==> src/rtl/shift_reg_prog.sv <==
// Programmable-length shift register / delay line with a runtime output tap,
// per-stage valids, rotate, parallel load and synchronous flush.
module shift_reg_prog #(
  parameter  int N  = 4,
  parameter  int M  = 4,
  localparam int LW = $clog2(M + 1)
) (
  input  logic            Clk,
  input  logic            Clr_n,
  input  logic [1:0]      Mode,
  input  logic            Flush,
  input  logic [LW-1:0]   Len,
  input  logic [N-1:0]    SI,
  input  logic            SIValid,
  input  logic [N*M-1:0]  PI,
  output logic [N-1:0]    SO,
  output logic            SOValid,
  output logic [LW-1:0]   Occ,
  output logic [N*M-1:0]  PO
);

  localparam logic [LW-1:0] MAX_LEN = LW'(M);

  logic [N-1:0]  stage [M];
  logic [M-1:0]  vld;
  logic [LW-1:0] len_eff;
  logic [LW-1:0] tap;

  always_comb begin
    len_eff = Len;
    if (Len == '0)
      len_eff = LW'(1);
    else if (Len > MAX_LEN)
      len_eff = MAX_LEN;
  end

  assign tap = len_eff - LW'(1);

  // Tap select doubles as the rotate feedback path
  always_comb begin
    SO      = '0;
    SOValid = 1'b0;
    Occ     = '0;
    PO      = '0;
    for (int i = 0; i < M; i++) begin
      PO[i*N +: N] = stage[i];
      if (LW'(i) == tap) begin
        SO      = stage[i];
        SOValid = vld[i];
      end
      if (LW'(i) < len_eff)
        Occ = Occ + LW'(vld[i]);
    end
  end

  always_ff @(posedge Clk or negedge Clr_n) begin
    if (!Clr_n) begin
      for (int i = 0; i < M; i++)
        stage[i] <= '0;
      vld <= '0;
    end else if (Flush) begin
      for (int i = 0; i < M; i++)
        stage[i] <= '0;
      vld <= '0;
    end else begin
      unique case (Mode)
        2'b00: ;
        2'b01: begin
          stage[0] <= SI;
          vld[0]   <= SIValid;
          for (int i = 1; i < M; i++) begin
            stage[i] <= stage[i-1];
            vld[i]   <= vld[i-1];
          end
        end
        2'b10: begin
          stage[0] <= SO;
          vld[0]   <= SOValid;
          for (int i = 1; i < M; i++) begin
            stage[i] <= stage[i-1];
            vld[i]   <= vld[i-1];
          end
        end
        2'b11: begin
          for (int i = 0; i < M; i++)
            stage[i] <= PI[i*N +: N];
          vld <= '1;
        end
      endcase
    end
  end

endmodule

==> config.mk <==
export PLATFORM = sky130hd
export DESIGN_NAME = shift_reg_prog
export DESIGN_NICKNAME = d
export VERILOG_FILES = /design/src/rtl/shift_reg_prog.sv
export SDC_FILE = /design/constraint.sdc
export NUM_CORES = 1
export LEC_CHECK = 0
export CORE_MARGIN = 4
export CORE_UTILIZATION = 43
export CTS_CLUSTER_SIZE = 30
export DETAILED_ROUTE_END_ITERATION = 8
export GPL_TIMING_DRIVEN = 0
export PLACE_DENSITY = 0.82
export SLEW_MARGIN = 20
export SYNTH_ARGS = -nofsm -noshare
export SYNTH_HDL_FRONTEND = slang
export SYNTH_SLANG_ARGS = --single-unit
==> constraint.sdc <==
create_clock -name Clk -period 4.4 [get_ports Clk]
set_clock_uncertainty 0.15 [all_clocks]
set_input_delay 0.88 -clock Clk [delete_from_list [all_inputs] [get_ports Clk]]
set_output_delay 0.88 -clock Clk [all_outputs]
set_load 0.05 [all_outputs]
==> key figures, run 1 <==
Run
  • # Max-Cap Violations: 0

Power
  • Worst vdd ir: 0.0001979 V
  • Power Total: 509.3 uW
  • Pwr dens: 268.4 nW/um^2
  • Static leakage: 0.8315 nW

Timing
  • Crit path time final: 4315 ps
  • Final slew viol count: 0
  • Final worst-path cycle share: between 90% and 100%
  • Count of final hold-check violations: 0
  • Fmax: 231.8 MHz
  • Hold slack: between 400 and 500 ps
  • Endpoints failing setup: 0
  • Pin slew with the least headroom to its limit: a little over 900 ps
  • RSZ-0062 raised after global routing: false
  • Slew HR: 39.21%

Synthesis
  • Top cell type's share of synthesized area: 37.45%
  • Post-Syn Area: 1336 um^2
  • Distinct cell type count of the synthesized netlist: 32
  • Register area share after synthesis: 37.45%
  • Syn Nets: 172
  • Synthesized instance count: 138
  • Flops & latches, synth: 20
  • Synth area leader: dfrtp_1
  • Mean Syn Cell Area: 9.683 um^2
  • Synth area leaders: dfrtp_1, a222oi_1, a211oi_1
  • Synthesis Warnings: 0

Detailed routing
  • Router iterations before antenna repair: 7
  • DR top layer: met4
  • Routed wire per std cell: 17.95 um
  • Met1 wire length: between 1500 and 2000 um
  • Drt first-iter violations: about 130
  • Via count: approximately 1300
  • Routed wire length on met3: 255 um
  • Overall routed net length: approximately 4000 um
  • Antenna-violating nets left: 0
  • Post-route DRC: 0
  • Vias/cell: 5.946
  • DR WL met2: between 1500 and 2000 um

Setup path
  • Critical path peak fanout: 10
  • Critical Path End Type: primary output
  • Worst EP required: approximately 3400 ps
  • Startpoint class of the critical path: input pin
  • CP arrival: 3280 ps
  • Kind of critical path: input pin to primary output

Final layout
  • Layout cells sized above 1: around an eighth
  • Multi-input combinational cell area: 742.0 um^2
  • Nets: 227
  • Number of fill cells: 244
  • Layout overhead on the synthesized area: 42.04%
  • Number of diodes: 0
  • Sequential Area: 500.5 um^2
  • Non-filler cells, final: between 200 and 250

Clock tree
  • CTS H-Tree Depth: 1
  • CTS tree: built
  • Clock Latency Late Sink: 310 ps
  • CTS Buf Count: 3
  • Clock Tree Root: clkbuf_4
  • Setup Fix Bufs, Post-CTS: 0
  • CTS Buffer Depth: 2
  • Clk slew on worst S/H paths: 120 ps
  • Sink Count: 20

Die
  • Die Wd: 63.75 um
  • DIE HEIGHT: 63.75 um
  • # IOs: 53
  • FP Rows: 19
  • Die Area: 4063 um^2
  • Initial Utilization: 46.84%
  • Core area: ~2900 um^2

Placed design
  • Global placement routability congestion: 0.7861
  • Placed Cells: 219
  • Post-DP HPWL: 2970 um
  • IO Port Bufs: 50

Global route
  • Antenna violations before repair: 0
  • Grt ovf: 0
  • Pin count of the biggest net entering global routing: 21
  • Tot GR Track Use: 20.47%
  • First-pass GRT wire length: 6610 um
  • Vias in the first global route: approximately 1400

Worst hold path
  • Hold Crit Class: flip-flop to flip-flop

Status
  • Status: completed
## per-stage QoR
stage	setup TNS, ps	utilization, %	cell area (um^2)	setup slack (ps)
2_1_floorplan	0	-	1336	33.40
3_3_place_gp	-1091	65.75	1876	-538.4
3_5_place_dp	-1334	65.75	1876	-636.6
4_1_cts	0	66.89	1908	7.383
5_1_grt	0	66.54	1898	2.087
6_report	0	66.54	1898	85.25
## critical path: stages
cell	delay (ps)
buf_2	160
nor2_4	210
mux2_2	360
ha_1	300
o22a_1	170
ha_1	270
a21o_1	120
clkdlybuf4s50_1	800
## power by group
group / internal [mW] / switching, mW
sequential: 0.195 / 0.0134
clock: 0.0320 / 0.0588
combinational: 0.0879 / 0.122
## per-layer routing
metal | track usage (%) | up-vias
met3 | 5.779 | 5
met2 | 34.81 | 46
li1 | - | 638
met1 | 25.36 | 631
met4 | 5.930 | 0
met5 | 0 | -
## registers in the layout (all words and copies together) (netlist names)
| signal | count |
|---|---|
| PO | 16 |
| vld | 4 |
## logic make-up (layout without fill, tap and decap cells)
kind of cell	Yosys count	in the layout	share of synthesized area, %
AO/OA/AOI/OAI	46	46	26.87
XOR/XNOR	2	2	1.311
adder cells (fa/ha/maj)	5	5	4.682
buffers and inverters	22	75	7.584
flip-flops	20	20	37.45
multiplexers	13	13	11.42
AND/OR/NAND/NOR	30	30	10.68
## final cells by class
cell class              count  share of cell area (%)
plain buffers              14                   3.757
clock buffers               3                   1.187
repair buffers             50                   25.97
inverters                   8                   1.582
flip-flops and latches     20                   26.37
multi-input cells          96                   39.09
well taps                  31                   2.044
## final timing paths
path	slack [ps]	end	start	cells past startpoint
worst max-delay path	90	Occ[0]	Len[1]	8
worst min-delay path	440	vld[3]	vld[3]	2
worst max register to register	2860	PO[0]	PO[4]	3
worst min register to register	440	vld[3]	vld[3]	2
max in group asynchronous	2620	PO[7]	Clr_n	1
min in group asynchronous	920	PO[1]	Clr_n	1
## placed cells by master, fill, tap and decap left out, types with 5 or more instances in the layout
master           instances
clkdlybuf4s50_1         48
dfrtp_1                 20
a222oi_1                13
nor2_1                  13
a211oi_1                10
inv_1                    8
buf_2                    7
nor2b_1                  6
clkbuf_1                 6
mux2_2                   6
a21oi_1                  6
ha_1                     5
## cells in the mapped netlist, drive strengths merged
| cell | instances |
|---|---|
| o22a | 1 |
| buf | 8 |
| nor2b | 6 |
| a22oi | 3 |
| o22ai | 4 |
| o21ai | 3 |
| a21bo | 1 |
| and2 | 1 |
| nor2 | 14 |
| o31a | 1 |
| a222oi | 13 |
| dfrtp | 20 |
| ha | 5 |
| xor2 | 2 |
| nor3 | 2 |
| or3 | 1 |
| a211oi | 10 |
| inv | 8 |
| clkbuf | 6 |
| a221oi | 2 |
| a21oi | 6 |
| nand2 | 3 |
| mux2 | 9 |
| nor3b | 1 |
| nand3 | 1 |
| a22o | 1 |
| mux2i | 4 |
| a21o | 1 |
| nand2b | 1 |
## timing repair
item | in CTS | in global routing
hold buffers | 0 | 0
pin swaps | 0 | 1
resized for setup | 9 | 6
setup endpoints to repair | 3 | 2
Note: power is estimated with default switching activity, not from simulation.
==> inputs of run 2 (changes only) <==
- CORE_UTILIZATION: 43 -> 44
- CTS_BUF_LIST: unset -> sky130_fd_sc_hd__clkbuf_8
- PLACE_DENSITY: 0.82 -> 0.84
- SLEW_MARGIN: 20 -> 10
==> run 2 against run 1 <==
Effect of this change: core utilization increased by 1.7 points; sequential share of layout area is 0.44 points lower; maximum frequency grew 0.38%; non-clock buffer count did not move; highest routed layer unchanged; setup slack improved by 16 ps.
==> key figures, run 2 (synthesis gave the netlist of run 1 again) <==
Detailed routing
  • Drt first-iter violations: about 110
  • Router iterations before antenna repair: 5
  • Post-route DRC: 0
  • Vias/cell: 6.215
  • Overall routed net length: 4155 um
  • Via count: 1386
  • Antenna-violating nets left: 0
  • Routed wire per std cell: between 15 and 20 um

Final layout
  • Layout cells sized above 1: 13.02%
  • Most frequent cells in the layout: clkdlybuf4s50_1, dfrtp_1, a222oi_1, nor2_1, a211oi_1
  • Number of diodes: 0
  • Most common cell after layout, fill and taps aside: clkdlybuf4s50_1
  • Layout overhead on the synthesized area: 44.48%
  • Nets: 227
  • Final Instance Area: 1931 um^2
  • Max reg flops: 16

Clock tree
  • CTS Buf Count: 3
  • Post-CTS Hold Buffers: 0
  • Sink Count: 20
  • CTS tree: built
  • Clock Latency Late Sink: around 260 ps
  • CTS resizes: 10
  • Clock Tree Root: clkbuf_8
  • CTS H-Tree Depth: 1
  • Clk slew on worst S/H paths: 70 ps
  • CTS Buffer Depth: 2
  • Setup Fix Bufs, Post-CTS: 0

Die
  • Die Area: approximately 4000 um^2
  • # IOs: 53
  • Core area: between 2000 and 3000 um^2
  • DIE HEIGHT: 63.11 um
  • FP Rows: 19
  • Initial Utilization: between 40% and 50%
  • Die Wd: 63.11 um

Placed design
  • Post-DP HPWL: roughly 3100 um
  • Global placement routability congestion: 0.8051
  • IO Port Bufs: 50
  • Placement Cell Area: between 1500 and 2000 um^2
  • DP Worst Slack: -633.0 ps

Timing
  • Pin slew with the least headroom to its limit: 902.3 ps
  • Hold slack: about 440 ps
  • Slew HR: 39.66%
  • Crit path time final: 4298 ps
  • Final worst-path cycle share: 97.69%
  • Count of final hold-check violations: 0
  • RSZ-0062 raised after global routing: false
  • Setup tns final: 0 ps
  • Final slew viol count: 0
  • Endpoints failing setup: 0
  • Final WS setup: approximately 100 ps
  • Fmax: ~230 MHz

Power
  • Pint: 362.7 uW
  • Static leakage: 0.8464 nW
  • Pwr dens: 291.6 nW/um^2
  • NetSw: 200.3 uW
  • Combinational share of power: 37.4%
  • Share of power burned in registers: between 30% and 40%
  • Clock group share of total power: about a quarter
  • Switch share: 35.57%
  • Worst vdd ir: 0.0001939 V

Setup path
  • Critical Path End Type: primary output
  • CP arrival: 3270 ps
  • Worst path max stage delay: 800 ps
  • Startpoint class of the critical path: input pin
  • Crit path cell chain: buf_2 > nor2_4 > mux2_2 > ha_1 > o22a_1 > ha_1 > a21o_1 > clkdlybuf4s50_1
  • Critical path peak fanout: 9
  • Slowest CP cell: clkdlybuf4s50_1
  • Worst EP required: 3370 ps
  • Worst path most repeated cell: ha_1
  • Kind of critical path: input pin to primary output

Global route
  • Pin count of the biggest net entering global routing: 21
  • Grt ovf: 0
  • Vias in the first global route: 1490
  • First-pass GRT wire length: 7189 um
  • Tot GR Track Use: 22.16%
  • Antenna violations before repair: 0

Run
  • # Max-Cap Violations: 0

Worst hold path
  • Hold Crit Class: flip-flop to flip-flop

Status
  • Status: completed
-- run 2: cell count changes in the layout (fill, tap and decap cells not counted), sizes merged --
cell,before,now
clkbuf,9,10
-- run 2: critical path: cells and delay by family --
family | cells | cell delay [ps]
adder cells (fa/ha/maj) | 2 | 560
AO/OA/AOI/OAI | 2 | 290
buffers and inverters | 2 | 970
AND/OR/NAND/NOR | 1 | 210
multiplexers | 1 | 360
-- run 2: area by class of cell --
cell class | instances | area, um^2
Tap cell | 31 | 38.79
Timing Repair Buffer | 50 | 493.0
Sequential cell | 20 | 500.5
Multi-Input combinational cell | 96 | 742.0
Inverter | 8 | 30.03
Clock buffer | 4 | 55.05
Fill cell | 236 | 898.4
Buffer | 14 | 71.32
-- run 2: power groups by stage --
| stage | Clock (mW) | Combinational [mW] | Sequential [mW] |
|---|---|---|---|
| 2_1_floorplan | 0 | 0.102 | 0.239 |
| 3_3_place_gp | 0 | 0.204 | 0.212 |
| 3_5_place_dp | 0 | 0.210 | 0.212 |
| 4_1_cts | 0.141 | 0.212 | 0.209 |
| 5_1_grt | 0.152 | 0.225 | 0.211 |
| 6_report | 0.143 | 0.210 | 0.209 |
-- run 2: stage by stage --
stage | instances | total power [mW] | util, %
2_1_floorplan | 138 | 0.3409 | -
3_3_place_gp | 219 | 0.4150 | 66.30
3_5_place_dp | 219 | 0.4217 | 66.30
4_1_cts | 223 | 0.5619 | 68.55
5_1_grt | 223 | 0.5884 | 68.24
6_report | 223 | 0.5630 | 68.24
-- run 2: final timing paths --
kind / from / to / slack, ps / cells after the start
worst max-delay path: Len[2] / Occ[0] / 100 / 8
worst min-delay path: PO[9] / PO[13] / 440 / 2
worst max register to register: PO[7] / PO[3] / 2840 / 3
worst min register to register: PO[9] / PO[13] / 440 / 2
max in group asynchronous: Clr_n / PO[3] / 2570 / 1
min in group asynchronous: Clr_n / PO[8] / 970 / 1
-- run 2: layer usage --
layer / GRT usage [%] / vias to the layer above / routed length, um / share of wire [%]
li1: - / 636 / - / -
met1: 27.34 / 671 / 1688 / 41
met2: 37.55 / 67 / 2053 / 49
met3: 4.796 / 12 / 309 / 7.4
met4: 8.540 / 0 / 103 / 2.5
met5: 0 / - / 0 / 0
==> inputs of run 3 (changes only) <==
- ABC_AREA: unset -> 0
==> results of run 3 <==
No change in the layout: final DEF, timing and power equal those of run 2.
